**config.mk**
```make
export PLATFORM = sky130hd
export DESIGN_NAME = matrix_output_writer_flat
export DESIGN_NICKNAME = d
export VERILOG_FILES = /design/src/rtl/matrix_output_writer_if.sv /design/src/rtl/matrix_output_writer.sv /design/src/flat_wrapper.sv
export SDC_FILE = /design/constraint.sdc
export NUM_CORES = 1
export LEC_CHECK = 0
export ABC_AREA = 1
export CAP_MARGIN = 0
export CELL_PAD_IN_SITES_DETAIL_PLACEMENT = 0
export CELL_PAD_IN_SITES_GLOBAL_PLACEMENT = 1
export CORE_MARGIN = 2
export CORE_UTILIZATION = 45
export DETAILED_ROUTE_END_ITERATION = 8
export MAX_ROUTING_LAYER = met4
export PLACE_DENSITY_LB_ADDON = 0.1
export SETUP_SLACK_MARGIN = 0.1
export SYNTH_ARGS = -nofsm -noshare
export SYNTH_HDL_FRONTEND = slang
export SYNTH_SLANG_ARGS = --single-unit
```
**constraint.sdc**
```tcl
create_clock -name clk -period 9.07 [get_ports clk]
set_input_delay 1.814 -clock clk [delete_from_list [all_inputs] [get_ports clk]]
set_output_delay 1.814 -clock clk [all_outputs]
set_load 0.02 [all_outputs]
```
**src/rtl/matrix_output_writer_if.sv**
```systemverilog
// Bus between matrixMult's row output, the requantizing batch writer and its downstream consumer.
// Carries the capture strobe/row, the valid/ready result stream and the status flags.
interface matrix_output_writer_if #(
    parameter int LOG_BATCH_SIZE  = 3,
    parameter int OUTPUT_FEATURES = 8,
    parameter int OUTPUT_WIDTH    = 16,
    parameter int RESULT_WIDTH    = 8
);
    logic [OUTPUT_FEATURES*OUTPUT_WIDTH-1:0] outputData;
    logic [LOG_BATCH_SIZE-1:0]               outputAddr;
    logic                                    outputWrEn;
    logic [OUTPUT_FEATURES*RESULT_WIDTH-1:0] resultData;
    logic [LOG_BATCH_SIZE-1:0]               resultAddr;
    logic                                    resultValid;
    logic                                    resultReady;
    logic                                    batchDone;
    logic                                    dropErr;
    logic [15:0]                             satCount;

    modport slave (
        input  outputData, outputAddr, outputWrEn, resultReady,
        output resultData, resultAddr, resultValid, batchDone, dropErr, satCount
    );

    modport master (
        output outputData, outputAddr, outputWrEn, resultReady,
        input  resultData, resultAddr, resultValid, batchDone, dropErr, satCount
    );
endinterface

```
**src/rtl/matrix_output_writer.sv**
```systemverilog
// Requantizes matrixMult rows into a batch buffer, then drains the batch in address order.
// Define MATRIX_OUT_RELU_EN to clamp negative shifted values to zero before saturation.
module matrix_output_writer #(
    parameter int BATCH_SIZE      = 8,
    parameter int LOG_BATCH_SIZE  = 3,
    parameter int OUTPUT_FEATURES = 8,
    parameter int OUTPUT_WIDTH    = 16,
    parameter int RESULT_WIDTH    = 8,
    parameter int SHIFT           = 4
) (
    input logic                   clk,
    input logic                   rst,
    matrix_output_writer_if.slave bus
);
    typedef enum logic {FILL, DRAIN} state_e;
    typedef logic [OUTPUT_FEATURES*RESULT_WIDTH-1:0] row_t;

    localparam int CNT_W = $clog2(OUTPUT_FEATURES + 1);
    localparam logic signed [OUTPUT_WIDTH-1:0] RMAX = OUTPUT_WIDTH'((2 ** (RESULT_WIDTH - 1)) - 1);
    localparam logic signed [OUTPUT_WIDTH-1:0] RMIN = ~RMAX;
    localparam logic [LOG_BATCH_SIZE-1:0]      LAST = LOG_BATCH_SIZE'(BATCH_SIZE - 1);

    // Returns {saturated, value}; the shift floors because it is arithmetic.
    function automatic logic [RESULT_WIDTH:0] requant(input logic signed [OUTPUT_WIDTH-1:0] x);
        logic signed [OUTPUT_WIDTH-1:0] s;
        s = x >>> SHIFT;
`ifdef MATRIX_OUT_RELU_EN
        if (s[OUTPUT_WIDTH-1]) s = '0;
`endif
        if (s > RMAX) return {1'b1, RMAX[RESULT_WIDTH-1:0]};
        if (s < RMIN) return {1'b1, RMIN[RESULT_WIDTH-1:0]};
        return {1'b0, s[RESULT_WIDTH-1:0]};
    endfunction

    state_e                    state_q, state_d;
    logic [BATCH_SIZE-1:0]     row_valid_q, row_valid_d;
    logic [LOG_BATCH_SIZE-1:0] ptr_q, ptr_d;
    logic                      batch_done_q, batch_done_d;
    logic                      drop_err_q, drop_err_d;
    logic [15:0]               sat_cnt_q, sat_cnt_d;
    row_t                      buf_q [BATCH_SIZE];

    logic [RESULT_WIDTH:0]     elem_rq [OUTPUT_FEATURES];
    row_t                      q_row;
    logic [CNT_W-1:0]          sat_num;
    logic [16:0]               sat_sum;
    logic                      wr_fill, accept, last_accept;

    always_comb begin
        q_row   = '0;
        sat_num = '0;
        for (int i = 0; i < OUTPUT_FEATURES; i++) begin
            elem_rq[i] = requant(bus.outputData[i*OUTPUT_WIDTH +: OUTPUT_WIDTH]);
            q_row[i*RESULT_WIDTH +: RESULT_WIDTH] = elem_rq[i][RESULT_WIDTH-1:0];
            sat_num = sat_num + CNT_W'(elem_rq[i][RESULT_WIDTH]);
        end
    end

    assign sat_sum     = {1'b0, sat_cnt_q} + 17'(sat_num);
    assign wr_fill     = bus.outputWrEn && (state_q == FILL);
    assign accept      = (state_q == DRAIN) && bus.resultReady;
    assign last_accept = accept && (ptr_q == LAST);

    // A write landing in DRAIN, including the final-acceptance cycle, is dropped and flagged.
    always_comb begin
        state_d      = state_q;
        row_valid_d  = row_valid_q;
        ptr_d        = ptr_q;
        sat_cnt_d    = sat_cnt_q;
        batch_done_d = last_accept;
        drop_err_d   = drop_err_q | (bus.outputWrEn && (state_q == DRAIN));
        case (state_q)
            FILL: begin
                if (bus.outputWrEn) begin
                    row_valid_d = row_valid_q | (BATCH_SIZE'(1) << bus.outputAddr);
                    sat_cnt_d   = sat_sum[16] ? 16'hFFFF : sat_sum[15:0];
                    if (&row_valid_d) begin
                        state_d = DRAIN;
                        ptr_d   = '0;
                    end
                end
            end
            DRAIN: begin
                if (accept) begin
                    ptr_d = ptr_q + 1'b1;
                    if (last_accept) begin
                        state_d     = FILL;
                        row_valid_d = '0;
                        ptr_d       = '0;
                    end
                end
            end
            default: state_d = FILL;
        endcase
    end

    always_ff @(posedge clk) begin
        if (rst) begin
            state_q      <= FILL;
            row_valid_q  <= '0;
            ptr_q        <= '0;
            batch_done_q <= 1'b0;
            drop_err_q   <= 1'b0;
            sat_cnt_q    <= '0;
        end else begin
            state_q      <= state_d;
            row_valid_q  <= row_valid_d;
            ptr_q        <= ptr_d;
            batch_done_q <= batch_done_d;
            drop_err_q   <= drop_err_d;
            sat_cnt_q    <= sat_cnt_d;
        end
    end

    always_ff @(posedge clk) begin
        if (wr_fill) buf_q[bus.outputAddr] <= q_row;
    end

    // Data and address are gated so they read zero outside a drain.
    assign bus.resultValid = (state_q == DRAIN);
    assign bus.resultAddr  = (state_q == DRAIN) ? ptr_q : '0;
    assign bus.resultData  = (state_q == DRAIN) ? buf_q[ptr_q] : '0;
    assign bus.batchDone   = batch_done_q;
    assign bus.dropErr     = drop_err_q;
    assign bus.satCount    = sat_cnt_q;
endmodule

```
**src/flat_wrapper.sv**
```systemverilog
// flat-port wrapper written by rule: the top's interface ports become plain ports
module matrix_output_writer_flat 
#(
    parameter int BATCH_SIZE      = 8,
    parameter int LOG_BATCH_SIZE  = 3,
    parameter int OUTPUT_FEATURES = 8,
    parameter int OUTPUT_WIDTH    = 16,
    parameter int RESULT_WIDTH    = 8,
    parameter int SHIFT           = 4
)
  (clk, rst, bus_outputData, bus_outputAddr, bus_outputWrEn, bus_resultReady, bus_resultData, bus_resultAddr, bus_resultValid, bus_batchDone, bus_dropErr, bus_satCount);
  matrix_output_writer_if #(.LOG_BATCH_SIZE(LOG_BATCH_SIZE), .OUTPUT_FEATURES(OUTPUT_FEATURES), .OUTPUT_WIDTH(OUTPUT_WIDTH), .RESULT_WIDTH(RESULT_WIDTH)) bus_i ();
  input logic clk;
  input logic rst;
  input wire logic [$bits(bus_i.outputData)-1:0] bus_outputData;
  input wire logic [$bits(bus_i.outputAddr)-1:0] bus_outputAddr;
  input wire logic [$bits(bus_i.outputWrEn)-1:0] bus_outputWrEn;
  input wire logic [$bits(bus_i.resultReady)-1:0] bus_resultReady;
  output wire logic [$bits(bus_i.resultData)-1:0] bus_resultData;
  output wire logic [$bits(bus_i.resultAddr)-1:0] bus_resultAddr;
  output wire logic [$bits(bus_i.resultValid)-1:0] bus_resultValid;
  output wire logic [$bits(bus_i.batchDone)-1:0] bus_batchDone;
  output wire logic [$bits(bus_i.dropErr)-1:0] bus_dropErr;
  output wire logic [$bits(bus_i.satCount)-1:0] bus_satCount;
  assign bus_i.outputData = bus_outputData;
  assign bus_i.outputAddr = bus_outputAddr;
  assign bus_i.outputWrEn = bus_outputWrEn;
  assign bus_i.resultReady = bus_resultReady;
  assign bus_resultData = bus_i.resultData;
  assign bus_resultAddr = bus_i.resultAddr;
  assign bus_resultValid = bus_i.resultValid;
  assign bus_batchDone = bus_i.batchDone;
  assign bus_dropErr = bus_i.dropErr;
  assign bus_satCount = bus_i.satCount;
  matrix_output_writer #(.BATCH_SIZE(BATCH_SIZE), .LOG_BATCH_SIZE(LOG_BATCH_SIZE), .OUTPUT_FEATURES(OUTPUT_FEATURES), .OUTPUT_WIDTH(OUTPUT_WIDTH), .RESULT_WIDTH(RESULT_WIDTH), .SHIFT(SHIFT)) u_core (.clk(clk), .rst(rst), .bus(bus_i));
endmodule
```
=== Word level (Yosys, flattened, before mapping) ===
Memories as Yosys holds them, arrays and structs flattened. A register that Yosys moved wholly into a read port is not among the register bits.
Cells that the tools add are included.

* Eq/ne operators: 5
* Add/subtract/negate cells: 9
* Bitwise logic cells: 3
* Reduce and logical (&&, ||, !) cells: 8
* Muxes and demuxes: 77
* Shift-type cells: 1
* Magnitude comparators: 16

{| class="wikitable"
|+ Operators by type and width
! operator !! number
|-
| $mux W9 || 32
|-
| $gt A12 B8 Y1 const B || 8
|-
| $lt A12 B8 Y1 const B || 8
|-
| $mux W64 || 1
|-
| $mux W1 || 30
|-
| $add A4 B1 Y4 || 6
|-
| $mux W8 || 3
|-
| $mux W3 || 7
|-
| $add A16 B4 Y17 || 1
|-
| $mux W16 || 1
|-
| $pmux W8 S2 || 1
|-
| $ne A2 B2 Y1 const B || 4
|-
| $or A8 B8 Y8 || 1
|-
| $reduce_and A8 Y1 || 1
|-
| $shl A1 B3 Y8 const A || 1
|-
| $pmux W3 S2 || 1
|-
| $reduce_and A3 Y1 || 2
|-
| $logic_and A1 B1 Y1 || 4
|-
| $add A3 B1 Y3 const B || 1
|-
| $eq A3 B3 Y1 const B || 1
|-
| $add A1 B1 Y2 || 1
|-
| $pmux W1 S2 || 1
|-
| $reduce_and A2 Y1 || 1
|-
| $not A1 Y1 || 1
|-
| $or A1 B1 Y1 || 1
|}

* RAM bits: 512
* Flip-flop bits (word level): 30
* Input port bits: 135
* Word-level logic and storage cells: 126
* Memories kept: 1
* Output and inout port bits: 86

{| class="wikitable"
|+ Memories
! memory !! depth !! bits a word !! read ports !! clocked after Yosys merged registers in !! wr ports !! line !! text
|-
| u_core.buf_q || 8 || 64 || 1 || 1 || 1 || matrix_output_writer.sv:41 || <nowiki>row_t buf_q [BATCH_SIZE];</nowiki>
|}

=== Depth between registers and ports, before layout ===
* Depth after elaboration: 14
* Gate-level depth with buffers: 22
* Gate-level depth less buffers: 22

=== Least setup slack after synthesis ===
No wires, ideal clock.

* Kind: input -> register
* Start point: in bus_outputData[30]
* End point: reg u_core.sat_cnt_q[8] (netlist: u_core.bus.satCount[8])
* Buffers on the path: 0
* Required time: 8.957 ns
* Library setup time: 0.113 ns
* Stages: 17
* Arrival time: 5.993 ns
* Slack: 2.964 ns
* Cells stage by stage: o41ai_2 -> nand2_1 -> ha_1 -> fa_1 -> inv_1 -> fa_1 -> fa_1 -> fa_1 -> fa_1 -> o21ai_1 -> nand2_1 -> inv_2 -> nand2_1 -> nand2_1 -> nand2_1 -> o21ai_1 -> inv_1

* Cells in the longest elaborated chain, start to end: 14
* Elaborated cells on any way between the ends: 17
* Classes of those cells: add/sub: 8; order compare: 2; mux: 7

{| class="wikitable"
|+ Ends and longest elaborated chain
! element !! line !! text
|-
| start, declared || flat_wrapper.sv:15 || <nowiki>input wire logic [$bits(bus_i.outputData)-1:0] bus_outputData;</nowiki>
|-
| $lt A12 B8 Y1 || matrix_output_writer.sv:31 || <nowiki>if (s < RMIN) return {1'b1, RMIN[RESULT_WIDTH-1:0]};</nowiki>
|-
| $mux W1 (2 in series) || matrix_output_writer.sv:31 ||
|-
| $mux W9 || matrix_output_writer.sv:32 || <nowiki>return {1'b0, s[RESULT_WIDTH-1:0]};</nowiki>
|-
| $mux W9 * || matrix_output_writer.sv:31 ||
|-
| $add A1 B1 Y2 * || matrix_output_writer.sv:55 || <nowiki>sat_num = sat_num + CNT_W'(elem_rq[i][RESULT_WIDTH]);</nowiki>
|-
| $add A4 B1 Y4 * (6 in series) || matrix_output_writer.sv:55 ||
|-
| $add A16 B4 Y17 * || matrix_output_writer.sv:59 || <nowiki>assign sat_sum = {1'b0, sat_cnt_q} + 17'(sat_num);</nowiki>
|-
| $mux W16 * || matrix_output_writer.sv:76 || <nowiki>sat_cnt_d = sat_sum[16] ? 16'hFFFF : sat_sum[15:0];</nowiki>
|-
| end signal, assigned || matrix_output_writer.sv:111 || <nowiki>sat_cnt_q <= sat_cnt_d;</nowiki>
|-
| end, declared || matrix_output_writer.sv:40 || <nowiki>logic [15:0] sat_cnt_q, sat_cnt_d;</nowiki>
|}

Mark *: on every way between the ends. The rest lies on a longest branch, timed or not. The select of a mux whose other input is x is not followed.
A chain may end at the register's enable or synchronous reset.

=== Worst setup path in the final report ===
* Start point: in bus_outputData[30]
* End point: reg u_core.sat_cnt_q[10] (netlist: u_core.bus.satCount[10])

Same word-level chain as after synthesis.

==> results_dict.tcl <==
set metrics [dict create \
    worst_path_max_delay_cell "o41ai_2" \
    clockRootBuffer "clkbuf_16" \
    fin_crit_sh_pct 72.7 \
    core_area_sq_um 49200 \
    dr_total_vias 14800 \
    synth-seq-cells 545 \
    arrival_ns 7.13 \
    portBuffers 188 \
    critPathMaxFanout 10 \
    die_w_um 228 \
    yosysWarnings 0 \
    crit_top_cell "fa_1" \
    hold_viol_final 0 \
    drv_cap 0 \
    finClkSkew_ns 0.00875 \
    crit_type "input port to flop" \
    fin_area_sq_um 26600 \
    synth_top_area_cell "edfxtp_1" \
    slew_headroom_pct 23.0 \
    cts.clk_slew.worst_paths_ns 0.06 \
    viasPerCell 5.36 \
    slowest_delay_ns 0.68 \
    synth-async-reset-ratio_pct 0 \
    drc 0 \
    tightest_slew_ns 1.15 \
    overflow 0 \
    drt_wl_total_um 55200 \
    critPathLaunchType "input port" \
    grt_pass1_vias 14600 \
    status "finished clean" \
    worstSetupEndpointType "flop" \
    cts_max_level 2 \
    cts_sinks 545 \
    cts.path.max_buffers 3 \
    die_area_sq_um 51800 \
    die_y_um 228 \
    dpl.hpwl_um 29200 \
    synth_edf_count 512 \
    start_util_pct 45.8 \
    grtUsageTotal_pct 21.7 \
    synth_top_flop_cell "edfxtp_1" \
    antenna_found_initial 0 \
    dpl_cell_area_sq_um 24800 \
    io_pins 221 \
    p_per_area_nw_per_um2 200 \
    grt_max_degree 129 \
    ctsHoldBuffers 0 \
    ys_types 32 \
    drive_gt1_share_pct 5.90 \
    syn_area_sq_um 22500 \
    vdd_ir_drop_max_mv 0.137 \
    finalMaxSlewViolations 0 \
    grt_pass1_wl_um 84600 \
    fmax_mhz 152 \
    syn_nets 2062 \
    detail-route-antenna-nets 0 \
    r2r_slack_ns 5.13 \
    path_buf_inv 4 \
    critPathTopFamily "adder cells" \
    dr.pass1.iters 5 \
    first_iter_violations 1063 \
    postCtsSetupRepairBufs 0 \
    clk_latency_ns 0.60 \
    synth-seq-area-share_pct 71.2 \
    grt_setup_unrepaired "no" \
    cts_resized 0 \
    synth_cells 1913 \
    synth_top_cell_area_share_pct 68.3 \
    area_growth_pct 18.0 \
    min_period_ns 6.59 \
    placementRows 81 \
    synth_area_per_cell_sq_um 11.8 \
    synthTopCellsByArea "edfxtp_1 (68%), nor2_1 (7.0%), o21ai_0 (6.0%)" \
    routedWlPerCell_um 19.9 \
    cts_tree "yes" \
    globalplace.congestion 0.760 \
    hold_class "flop to flop" \
    cts_buffers 55 \
    worstPathRequired_ns 9.61 \
    p_leak_nw 9.07 \
    n_antenna_cell 0 \
    tns_ns 0 \
    setup_violations 0 \
    finish.net_count 2208 \
    crit_chain "clkdlybuf4s50_1 > o41ai_2 > nand2_1 > ha_1 > fa_1 > inv_1 > fa_1 > fa_1 > fa_1 > fa_1 > o21ai_1 > nand2_1 > inv_2 > nand2_2 > nand2_1 > o21ai_0 > inv_1" \
]
Yosys cell counts (all sizes together), types with 3 or more instances:
| cell | n |
|---|---|
| nand2 | 203 |
| a21oi | 17 |
| nand3 | 21 |
| buf | 54 |
| o41ai | 8 |
| clkbuf | 67 |
| o21ai | 335 |
| inv | 72 |
| dfxtp | 33 |
| a31oi | 67 |
| edfxtp | 512 |
| nand4 | 6 |
| fa | 5 |
| nor2 | 421 |
| a41oi | 8 |
| xor2 | 3 |
| ha | 9 |
| o22ai | 65 |
cell type report:
cell class / instances / area, sq um
fill: 4178 / 22600
sequential: 545 / 16000
multi-input combinational: 1175 / 5630
timing repair buffer: 210 / 2050
clock buffer: 68 / 1470
tap: 664 / 831
inverter: 72 / 283
clock inverter: 33 / 278
report_power, final:
group	internal (mW)	switching [mW]
Sequential	2.83	0.0173
Clock	1.28	0.920
Combinational	0.102	0.179
tightest hold or removal path, stage by stage, from the launching register on:
cell and delay (ns):
dfxtp_1 0.31, nand2_1 0.06, a21oi_1 0.05
registers in the layout (all words and copies together) (netlist names), named ones only:
| register | flops |
|---|---|
| u_core.buf_q | 512 |
| u_core.bus.satCount | 16 |
| u_core.row_valid_q | 8 |
| u_core.ptr_q | 3 |
| u_core.bus.batchDone | 1 |
| u_core.bus.dropErr | 1 |
| u_core.bus.resultValid | 1 |
path summary, 6_finish.rpt:
kind | from | endpoint | cells past startpoint
max | bus_outputData[30] | u_core.bus.satCount[10]$_SDFFE_PP0P_ | 17
min | u_core.row_valid_q[6]$_SDFFE_PP0P_ | u_core.row_valid_q[6]$_SDFFE_PP0P_ | 2
max reg2reg | u_core.bus.resultValid$_SDFF_PP0_ | u_core.buf_q[6][57]$_DFFE_PP_ | 4
min reg2reg | u_core.row_valid_q[6]$_SDFFE_PP0P_ | u_core.row_valid_q[6]$_SDFFE_PP0P_ | 2
routing by layer:
layer | global-route usage (%) | part of all wire [%] | vias up
met5 | - | 0 | -
met4 | 6.06 | 2.3 | 0
met3 | 2.83 | 4.8 | 85
met2 | 35.8 | 49 | 349
met1 | 28.2 | 44 | 7256
li1 | - | - | 7143
cell usage in the layout (no fill, tap or decap), drive strengths merged, types with 2 or more instances in the layout:
master	synthesis	routed
a21oi	17	17
a31oi	67	67
ha	9	9
xor2	3	3
clkdlybuf4s50	0	188
dfxtp	33	33
nand2	203	203
edfxtp	512	512
nand4	6	6
nor2	421	421
clkinv	0	27
nand3b	2	2
a41oi	8	8
o22ai	65	65
buf	54	22
inv	72	72
clkbuf	67	68
nand3	21	21
bufinv	0	5
o21ai	335	335
nor3	2	2
o41ai	8	8
fa	5	5
kinds of logic after synthesis:
family / after synthesis / synth area share, %
buffers and inverters: 193 / 4.04
AND/OR/NAND/NOR: 656 / 11.2
AO/OA/AOI/OAI: 501 / 12.4
adder cells (fa/ha/maj): 14 / 0.945
flip-flops: 545 / 71.2
XOR/XNOR: 4 / 0.156
metrics by stage:
step / setup WS, ns / util (%) / total power [mW] / instances / hold slack [ns]
2_1_floorplan: 2.96 / - / 3.05 / 1913 / 0.445
3_3_place_gp: 1.84 / 50.5 / 3.17 / 2666 / 0.449
3_5_place_dp: 1.80 / 50.5 / 3.18 / 2666 / 0.457
4_1_cts: 2.43 / 54.1 / 5.37 / 2767 / 0.467
5_1_grt: 2.13 / 54.1 / 5.50 / 2767 / 0.485
6_report: 2.48 / 54.1 / 5.33 / 2767 / 0.464
(Power assumes the default switching activity.)
